## config.mk

```make
export PLATFORM = sky130hd
export DESIGN_NAME = ball_engine
export DESIGN_NICKNAME = d
export VERILOG_FILES = /design/src/rtl/ball_engine.sv
export SDC_FILE = /design/constraint.sdc
export NUM_CORES = 1
export LEC_CHECK = 0
export ABC_AREA = 1
export CORE_AREA = 8 8 91 93
export DETAILED_ROUTE_END_ITERATION = 10
export DIE_AREA = 0 0 99 101
export RECOVER_POWER = 50
export SLEW_MARGIN = 40
export SYNTH_ARGS = -nofsm -noshare
export SYNTH_HDL_FRONTEND = slang
export SYNTH_SLANG_ARGS = --single-unit
```

## constraint.sdc

```tcl
create_clock -name clk -period 2.65 [get_ports clk]
set_input_delay 0.53 -clock clk [delete_from_list [all_inputs] [get_ports clk]]
set_output_delay 0.53 -clock clk [all_outputs]
set_load 0.02 [all_outputs]
```

## src/rtl/ball_engine.sv

```systemverilog
// Ball motion engine for the 8x8 LED pong field.
// Parks the ball on the serving paddle, steps it at a fixed rate while
// playing (faster once the rally is long), bounces it off the side walls
// and the paddles, and pulses miss_p1 / miss_p2 when a paddle is missed.
module ball_engine #(
    parameter int TICK_DIV = 2500000,
    parameter int FAST_DIV = 1250000
) (
    input  logic       clk,
    input  logic       reset,
    input  logic [1:0] game_state,
    input  logic [2:0] p1_pos,
    input  logic [2:0] p2_pos,
    output logic [2:0] ball_x,
    output logic [2:0] ball_y,
    output logic       ball_dx,
    output logic       ball_dy,
    output logic       step,
    output logic [5:0] time_cnt,
    output logic       miss_p1,
    output logic       miss_p2
);

    localparam int MAX_DIV = (TICK_DIV > FAST_DIV) ? TICK_DIV : FAST_DIV;
    localparam int DIV_W   = $clog2(MAX_DIV) + 1;
    localparam logic [DIV_W-1:0] TICK_LAST = DIV_W'(TICK_DIV - 1);
    localparam logic [DIV_W-1:0] FAST_LAST = DIV_W'(FAST_DIV - 1);

    typedef enum logic [1:0] {
        HOLD = 2'd0,
        RUN  = 2'd1,
        DEAD = 2'd2
    } state_t;

    state_t           state;
    logic [DIV_W-1:0] div;
    logic [DIV_W-1:0] div_last;
    logic [2:0]       p1_left;
    logic [2:0]       p2_left;
    logic [2:0]       serve_x;
    logic [2:0]       nx;
    logic [2:0]       ny;
    logic             ndx;
    logic             ndy;
    logic             miss1_hit;
    logic             miss2_hit;

    // Clamp paddles so a two-column paddle never runs off the field, and
    // pick the divider terminal count for the current rally speed.
    always_comb begin
        p1_left  = (p1_pos == 3'd7) ? 3'd6 : p1_pos;
        p2_left  = (p2_pos == 3'd7) ? 3'd6 : p2_pos;
        serve_x  = game_state[0] ? p2_left : p1_left;
        div_last = (time_cnt >= 6'd32) ? FAST_LAST : TICK_LAST;
    end

    // Next ball position for a step: x (with wall bounce) first, then y,
    // whose paddle check uses the already-updated column.
    always_comb begin
        nx        = ball_x;
        ndx       = ball_dx;
        ny        = ball_y;
        ndy       = ball_dy;
        miss1_hit = 1'b0;
        miss2_hit = 1'b0;
        if (ball_dx) begin
            if (ball_x == 3'd7) begin
                nx  = 3'd6;
                ndx = 1'b0;
            end else begin
                nx = ball_x + 3'd1;
            end
        end else begin
            if (ball_x == 3'd0) begin
                nx  = 3'd1;
                ndx = 1'b1;
            end else begin
                nx = ball_x - 3'd1;
            end
        end
        if (ball_y == 3'd1 && !ball_dy) begin
            if (nx == p1_left || nx == p1_left + 3'd1) begin
                ny  = 3'd2;
                ndy = 1'b1;
            end else begin
                ny        = 3'd0;
                miss1_hit = 1'b1;
            end
        end else if (ball_y == 3'd6 && ball_dy) begin
            if (nx == p2_left || nx == p2_left + 3'd1) begin
                ny  = 3'd5;
                ndy = 1'b0;
            end else begin
                ny        = 3'd7;
                miss2_hit = 1'b1;
            end
        end else if (ball_dy) begin
            ny = ball_y + 3'd1;
        end else begin
            ny = ball_y - 3'd1;
        end
    end

    // Game-phase FSM with the step divider and all registered ball outputs.
    always_ff @(posedge clk or negedge reset) begin
        if (!reset) begin
            state    <= HOLD;
            div      <= '0;
            ball_x   <= 3'd3;
            ball_y   <= 3'd1;
            ball_dx  <= 1'b1;
            ball_dy  <= 1'b1;
            time_cnt <= 6'd0;
            step     <= 1'b0;
            miss_p1  <= 1'b0;
            miss_p2  <= 1'b0;
        end else begin
            step    <= 1'b0;
            miss_p1 <= 1'b0;
            miss_p2 <= 1'b0;
            if (!game_state[1]) begin
                state    <= HOLD;
                div      <= '0;
                ball_x   <= serve_x;
                ball_y   <= game_state[0] ? 3'd6 : 3'd1;
                ball_dy  <= ~game_state[0];
                ball_dx  <= (serve_x < 3'd4);
                time_cnt <= 6'd0;
            end else if (game_state == 2'd3) begin
                state <= DEAD;
                div   <= '0;
            end else begin
                case (state)
                    HOLD: begin
                        state <= RUN;
                        div   <= '0;
                    end
                    RUN: begin
                        if (div == div_last) begin
                            div      <= '0;
                            step     <= 1'b1;
                            ball_x   <= nx;
                            ball_y   <= ny;
                            ball_dx  <= ndx;
                            ball_dy  <= ndy;
                            time_cnt <= (time_cnt == 6'd63) ? 6'd63 : time_cnt + 6'd1;
                            miss_p1  <= miss1_hit;
                            miss_p2  <= miss2_hit;
                            if (miss1_hit || miss2_hit) begin
                                state <= DEAD;
                            end
                        end else begin
                            div <= div + DIV_W'(1);
                        end
                    end
                    default: begin
                        state <= DEAD;
                        div   <= '0;
                    end
                endcase
            end
        end
    end

endmodule

```

---- Word level (Yosys, flattened, before mapping) ----
Cells that the tools add are included.
operators by class
  $add $sub $neg .......................... 8
  $lt $le $gt $ge ......................... 2
  equality and inequality tests ........... 21
  mux-type cells .......................... 67
  bitwise operators ....................... 1
  reduce and logical (&&, ||, !) cells .... 11
operators with widths
  operator               number
  $mux 23                4
  $mux 3                 18
  $mux 1                 32
  $mux 6                 5
  $add 23x1->23 const B  1
  $eq 23x22->1           1
  $mux 22                1
  $add 3x1->3 const B    4
  $eq 3x3->1             4
  $eq 3x3->1 const B     4
  $mux 2                 6
  $ne 4x4->1 const B     2
  $add 6x1->6 const B    1
  $eq 6x6->1 const B     1
  $ge 6x6->1 const B     1
  $ne 3x1->1 const B     2
  $reduce_and 6->1       1
  $sub 3x1->3 const B    2
  $ne 2x1->1 const B     2
  $pmux 2 s2             1
  $eq 3x1->1 const B     1
  $logic_not 3->1        1
  $logic_or 1x1->1       3
  $lt 3x3->1 const B     1
  other kinds (10)       11
word-level totals
  flip-flop bits (word level) ............. 42
  input bits .............................. 10
  output and inout bits ................... 17
  word-level logic and storage cells ...... 120

---- Longest topological paths before layout ----
Gate-level depths: netlist of the first run.
  depth after elaboration ................. 14
  gate-level depth with buffers ........... 16
  depth with buffers taken out ............ 16

---- Worst setup path after synthesis of the first run ----
No wires, ideal clock.
  path kind ............................... flip-flop to flip-flop
  start point ............................. reg ball_x[0]
  end point ............................... reg ball_y[1]
  setup time .............................. 77 ps
  data arrival time ....................... 1,913 ps
  data required time ...................... 2,573 ps
  setup slack ............................. 660 ps
  cell stages (with the launch flop) ...... 16
  path buffers ............................ 0
  clock period less this slack ............ 1,990 ps
  cells stage by stage .................... dfstp_2 -> inv_1 -> ha_1 -> inv_1 -> ha_1 -> or2_4 -> nand2_1 -> inv_1 -> nand2_1 -> nand2_1 -> nand3_1 -> nand3_1 -> nand2_1 -> inv_1 -> nand2_1 -> a21oi_1
between the ends
  cells in the longest elaborated chain, start to end .. 12
  elaborated cells between the ends (all ways) .. 21
  those cells by class .................... add/sub (2); eq/ne (5); mux (11); reduce/logical (3)
RTL lines
  element                              line    source
  start, declared                      14      output logic [2:0] ball_x,
  start signal, assigned               124     ball_x <= serve_x;
  start signal, assigned               142     ball_x <= nx;
  $sub 3x1->3 (tied with other cells)  78      nx = ball_x - 3'd1;
  $mux 3 (on tied branches)            74, 67
  $mux 3 (*)                           66      if (ball_dx) begin
  $eq 3x3->1                           90      if (nx == p2_left || nx == p2_left + 3'd1) begin
  $logic_or 1x1->1                     90
  $mux 2                               90
  $mux 3                               89      end else if (ball_y == 3'd6 && ball_dy) begin
  $mux 3 (*)                           81      if (ball_y == 3'd1 && !ball_dy) begin
  $mux 3 (*)                           139     if (div == div_last) begin
  $mux 3 (*)                           133     case (state)
  $mux 3 (*)                           129     end else if (game_state == 2'd3) begin
  $mux 3 (*)                           121     if (!game_state[1]) begin
  end signal, assigned                 125     ball_y <= game_state[0] ? 3'd6 : 3'd1;
  end signal, assigned                 143     ball_y <= ny;
  end, declared                        15      output logic [2:0] ball_y,
Every way passes the cells marked *; elsewhere a longest branch is shown, timed or not. The select of a mux whose other input is x is not followed.
A chain may end at the register's enable or synchronous reset.

---- Worst setup path after layout of the first run ----
Ends and elaborated chain as after synthesis.

==> impl_metrics.tcl, run 1 <==
set metrics [dict create \
    io_buffers 26 \
    drtAntennaViolNets 0 \
    period_needed_ns 2.22 \
    pre_cts_slack_ns 0.401 \
    critPathLaunchType "flip-flop" \
    arrival_ns 2.45 \
    place_congestion 0.883 \
    synth_top_area_share_pct 31.4 \
    antenna_found_initial 0 \
    cts_buffers 5 \
    routedWlPerCell_um 12.9 \
    multi_input_area_um2 1610 \
    synth_seq_cells 42 \
    syn-num-nets 420 \
    critPathSlowestCell "dfstp_2" \
    synth_area_um2 2950 \
    grt_max_degree 43 \
    nNetsFinal 449 \
    r2r_slack_ns 0.43 \
    drt_iter0_drc 104 \
    cts_resized 0 \
    rr_worst_depth 15 \
    clock_latency_ns 0.30 \
    critPathTopFamily "simple AND/OR/NAND/NOR gates" \
    max-cap-violations 0 \
    syn_inst 399 \
    dr.pass1.iters 4 \
    path_class "reg -> reg" \
    core_um2 6940 \
    cts_tree "done" \
    p_leak_nw 1.56 \
    hpwl_mm 5.10 \
    n_fill_cell 694 \
    placed_cell_area_um2 3280 \
    fin_ws_ns 0.427 \
    synth_common_cells "89 x nand2_1, 58 x inv_1, 41 x nor2_1" \
    timing.final.max_slew_violations 0 \
    root_buffer "clkbuf_8" \
    viasPerCell 5.05 \
    async_flop_share_pct 100 \
    grt-ovfl-total 0 \
    status "complete, no violations" \
    clk_pin_slew_ns 0.08 \
    powerDensity_nw_per_um2 473 \
    drive_gt1_share_pct 13.3 \
    grt.total_usage_pct 14.5 \
    rows 31 \
    regArea_um2 1060 \
    final_hold_viol_count 0 \
    synth_ff_type "dfrtp_1" \
    io_pins 27 \
    end_kind "flip-flop" \
    syn_to_final_growth_pct 14.5 \
    drc_errors 0 \
    setup_viol_count_final 0 \
    slew_headroom_pct 30.0 \
    clock_sinks 42 \
    min_period_over_period_pct 83.9 \
    hold_buffers 0 \
    vias 2581 \
    worstHoldPathType "in -> async" \
    synth_edf_count 0 \
    syn_area_per_cell_um2 7.38 \
    ys_seq_area_share_pct 35.9 \
    final_area_um2 3370 \
    worst_slew_pin_slew_ns 1.05 \
    dieArea_um2 10000 \
    path_depth 15 \
    crit_chain "inv_1 > ha_1 > inv_1 > ha_1 > or2_4 > nand2_1 > nand2_1 > nand2_1 > inv_1 > nand4_1 > nand3_1 > nand2_1 > inv_1 > nand2_1 > a21oi_1" \
    crit_path_max_incr_delay_ns 0.57 \
    finalSetupTns_ns 0 \
    h-tree-depth 2 \
    synth_area_leader_cell "dfrtp_1" \
    die_h_um 101 \
    grt_pass1_vias 2529 \
    synthTopCellsByArea "dfrtp_1 31%, nand2_1 11%, inv_1 7.4%" \
    ctsLongestPathBuffers 2 \
    fin_skew_ns 0.00486 \
    yosys_warnings 0 \
    floorplan.initialDensity_pct 42.4 \
    wl_mm 6.58 \
    ys_types 40 \
    n_antenna_cell 0 \
    rsz0062_at_grt "no" \
    fp.dieW_um 99 \
    irDropWorstVdd_mv 0.307 \
    critPathBufInv 4 \
    cp.required_ns 2.88 \
    post_cts_buffers 0 \
    cp_max_fo 5 \
    synth_most_common_cell "nand2_1" \
    worst_path_most_repeated_cell "nand2_1" \
    hold-worst-slack_ns 0.407 \
    grt_pass1_wl_mm 11.8 \
    fmax_mhz 450 \
]
registers in the layout (all words and copies together), names as in the netlist:
signal	flops
step	1
ball_dx	1
miss_p1	1
ball_y	3
time_cnt	6
ball_x	3
state	2
ball_dy	1
div	23
miss_p2	1
layout make-up:
cell class | instances | area share, %
Multi-Input combinational cell | 288 | 47.6
Sequential cell | 42 | 31.3
Timing Repair Buffer | 27 | 7.79
Inverter | 64 | 7.12
Tap cell | 82 | 3.04
Clock buffer | 7 | 2.26
Clock inverter | 1 | 0.890
worst reg2reg max path: stages (launching register included):
cell and delay, ns:
dfstp_2 0.57, inv_1 0.07, ha_1 0.23, inv_1 0.08, ha_1 0.17, or2_4 0.14, nand2_1 0.12, nand2_1 0.09
nand2_1 0.06, inv_1 0.06, nand4_1 0.13, nand3_1 0.16, nand2_1 0.06, inv_1 0.06, nand2_1 0.05, a21oi_1 0.12
layout by cell type, fill, tap and decap left out, types with 5 or more instances in the layout:
cell              n
nor3_2            5
clkbuf_8          5
inv_2             5
o21ai_0          14
nor3_1           18
nand2_1          89
dlygate4sd3_1     5
a21oi_1          15
nand3_1          32
dfrtp_1          37
clkdlybuf4s50_1  20
nor2_2            6
nor2_1           41
inv_1            59
nand4_1           5
nand2_2           9
ha_1             11
dfstp_2           5
xor2_1            7
layer usage:
metal  global-route usage (%)  vias to the layer above  part of all wire, %
li1                         -                     1330                    -
met1                     18.9                     1220                   49
met2                     23.3                       27                   47
met3                     2.83                        4                  3.2
met4                     4.84                        0                 0.88
met5                        0                        -                    0
power breakdown:
part | switching [mW] | total, mW | internal (mW)
Combinational | 0.233 | 0.379 | 0.146
Sequential | 0.0341 | 0.709 | 0.674
Clock | 0.226 | 0.508 | 0.282
Total | 0.493 | 1.60 | 1.10
path summary, 6_finish.rpt:
path	startpoint	endpoint
max in group asynchronous	reset	ball_x[2]$_DFFE_PN0P_
min in group clk	div[0]$_DFF_PN0_	div[0]$_DFF_PN0_
hold reg to reg	div[0]$_DFF_PN0_	div[0]$_DFF_PN0_
hold / removal	reset	div[17]$_DFF_PN0_
setup reg to reg	ball_x[0]$_DFFE_PN1P_	ball_y[1]$_DFFE_PN0P_
setup / recovery	ball_x[0]$_DFFE_PN1P_	ball_y[1]$_DFFE_PN0P_
logic make-up (layout without fill, tap and decap cells):
family	count (synthesis)	after routing	share of synthesized area [%]
AOI/OAI and AO/OA	40	40	7.86
xor gates and xnor gates	10	10	2.97
adders and majority gates	11	11	4.67
buffers and inverters	69	99	9.47
DFF	42	42	35.9
muxes	1	1	0.382
and+or+nand+nor	226	226	38.8
metrics by stage:
step | total power, mW | utilization, % | instances
after detailed placement | 1.10 | 47.2 | 503
after global routing | 1.70 | 48.6 | 511
final | 1.60 | 48.6 | 511
after global placement | 1.10 | 47.1 | 503
after CTS | 1.62 | 48.7 | 511
after floorplan | 0.973 | - | 399
Note: power is estimated with default switching activity, not from simulation.
==> run 2, diff against run 1 <==
--- a/config.mk
+++ b/config.mk
@@ -9,6 +9,7 @@
 export CORE_AREA = 8 8 91 93
 export DETAILED_ROUTE_END_ITERATION = 10
 export DIE_AREA = 0 0 99 101
+export PLACE_DENSITY = 0.65
 export RECOVER_POWER = 50
 export SLEW_MARGIN = 40
 export SYNTH_ARGS = -nofsm -noshare
==> constraint.sdc (replaced) <==
create_clock -name clk -period 1.9 [get_ports clk]
set_input_delay 0.38 -clock clk [delete_from_list [all_inputs] [get_ports clk]]
set_output_delay 0.38 -clock clk [all_outputs]
set_load 0.02 [all_outputs]
==> run 2 against run 1 <==
  * The flow now finishes with violations (negative setup slack)
  * Clock power grew 69%
  * Wire length grew 5.0%
  * Register-to-register slack lost 0.53 ns
  * Hold slack lost 0.15 ns
  * Clock skew grew 0.0061 ns
  * Cell count grew 5.5%
  * Non-clock buffer count grew 28
  * Power grew 59%
  * Clock-buffer cell count shrank 2
  * Largest cell class unchanged
  * Largest power group unchanged
==> impl_metrics.tcl, run 2 (synthesized netlist as in run 1, its figures left out) <==
set metrics [dict create \
    status "complete, but fails checks" \
    violations "negative setup slack" \
    pre_cts_slack_ns -0.123 \
    io_buffers 26 \
    arrival_ns 2.19 \
    h-tree-depth 2 \
    nNetsFinal 477 \
    drtAntennaViolNets 0 \
    cp_max_fo 5 \
    n_antenna_cell 0 \
    cp.required_ns 2.08 \
    total_power_mw 2.54 \
    root_buffer "clkbuf_8" \
    fmax_mhz 498 \
    largest_reg_flops 23 \
    crit_path_max_incr_delay_ns 0.56 \
    worst_slew_pin_slew_ns 1.11 \
    grt_pass1_vias 2699 \
    hold_buffers 0 \
    period_needed_ns 2.01 \
    grt-ovfl-total 0 \
    core_um2 6940 \
    clock_latency_ns 0.30 \
    rsz0062_at_grt "yes" \
    final-instance-count-excl-fill 539 \
    max-cap-violations 0 \
    regMostFlops "div" \
    crit_chain "inv_2 > ha_4 > nand3b_1 > nand2_2 > nand2_1 > nand2_1 > inv_2 > nand2_2 > nand3_2 > nand2_1 > nand3_2 > nand2_1 > o21ai_1" \
    placed_cells 526 \
    viasPerCell 5.10 \
    dieArea_um2 10000 \
    hold-worst-slack_ns 0.261 \
    top_regs "div (23), time_cnt (6)" \
    worstHoldPathType "in -> async" \
    fin_ws_ns -0.107 \
    drc_errors 0 \
    min_period_over_period_pct 106 \
    path_class "reg -> reg" \
    io_pins 27 \
    final_hold_viol_count 0 \
    end_kind "flip-flop" \
    grt_max_degree 23 \
    rows 31 \
    routedWlPerCell_um 12.8 \
    critPathSlowestCell "dfstp_2" \
    grt.total_usage_pct 14.9 \
    ctsLongestPathBuffers 2 \
    clk_pin_slew_ns 0.09 \
    fin_skew_ns 0.0109 \
    drive_gt1_share_pct 24.5 \
    die_h_um 101 \
    fp.dieW_um 99 \
    place_congestion 0.932 \
    dr.pass1.iters 4 \
    floorplan.initialDensity_pct 42.4 \
    final_common_cell "nand2_1" \
    slew_headroom_pct 25.7 \
    grt_pass1_wl_mm 12.3 \
    cts_buffers 5 \
    syn_to_final_growth_pct 26.8 \
    hpwl_mm 5.22 \
    powerDensity_nw_per_um2 679 \
    antenna_found_initial 0 \
    final_core_util_pct 53.8 \
    cts_tree "done" \
    drt_iter0_drc 163 \
    critPathLaunchType "flip-flop" \
    wl_mm 6.91 \
    p_leak_nw 1.73 \
    timing.final.max_slew_violations 0 \
    vias 2747 \
    setup_viol_count_final 5 \
    irDropWorstVdd_mv 0.453 \
    clock_sinks 42 \
    worst_path_most_repeated_cell "nand2_1" \
    final_cell_mix "80 x nand2_1, 54 x inv_1, 40 x nor2_1, 37 x dfrtp_1, 26 x buf_4" \
    n_fill_cell 656 \
]
==> run 2: cell types whose count changed in the layout (fill, tap and decap cells not counted), moves of 5 or more <==
cell and delta:
buf_4 +25, dlygate4sd3_1 -5, inv_1 -5, inv_2 +5
nand2_1 -9, nand2_2 +5, nand3_1 -7, nand3_2 +7
==> run 2: final timing paths <==
path,start,to,slack [ns],cells after the start
worst max-delay path,ball_x[0]$_DFFE_PN1P_,state[0]$_DFFE_PN0P_,-0.11,13
worst min-delay path,reset,div[9]$_DFF_PN0_,0.26,1
worst max register to register,ball_x[0]$_DFFE_PN1P_,state[0]$_DFFE_PN0P_,-0.11,13
worst min register to register,div[0]$_DFF_PN0_,div[0]$_DFF_PN0_,0.46,1
max in group asynchronous,reset,ball_x[0]$_DFFE_PN1P_,0.50,2
min in group clk,div[0]$_DFF_PN0_,div[0]$_DFF_PN0_,0.46,1
==> run 2: report_power, final <==
group	internal [mW]	switching [mW]	leakage [nW]
Combinational	0.298	0.392	1.11
Clock	0.527	0.333	0.0683
Sequential	0.941	0.0465	0.558
Total	1.77	0.771	1.73
==> run 2: final cells by class <==
type                            instances  area (um^2)  area share [%]
Clock buffer                            5         68.8            1.84
Clock inverter                          3         68.8            1.84
Inverter                               64          240            6.43
Multi-Input combinational cell        288         1720            46.1
Sequential cell                        42         1060            28.3
Tap cell                               82          103            2.75
Timing Repair Buffer                   55          478            12.8
==> run 2: layer usage <==
layer | GRT usage (%) | wire length, um | share of wire [%] | vias up
met5 | 0 | 0 | 0 | -
met4 | 4.49 | 129 | 1.9 | 0
li1 | - | - | - | 1392
met3 | 2.76 | 308 | 4.5 | 11
met2 | 25.2 | 3270 | 47 | 64
met1 | 18.7 | 3200 | 46 | 1280
==> run 2: timing repair <==
item | CTS | global route
resized for setup | 22 | 10
setup buffers | 4 | 1
pin swaps | 10 | 5
endpoints found under the setup margin | 9 | 11
==> run 2: worst max-delay path, delay by kind of cell, from the launching register on <==
family | cells | cell delay, ns
adder cells (fa/ha/maj) | 1 | 0.22
AND/OR/NAND/NOR | 9 | 0.95
AO/OA/AOI/OAI | 1 | 0.06
flip-flops | 1 | 0.56
buffers and inverters | 2 | 0.10
==> run 2: through the flow <==
step / cell area [um^2] / TNS (ns)
finish: 3740 / -0.354
global route: 3740 / -1.15
CTS: 3720 / -0.221
detailed placement: 3500 / -0.554
global placement: 3500 / -0.239
floorplan: 2970 / 0
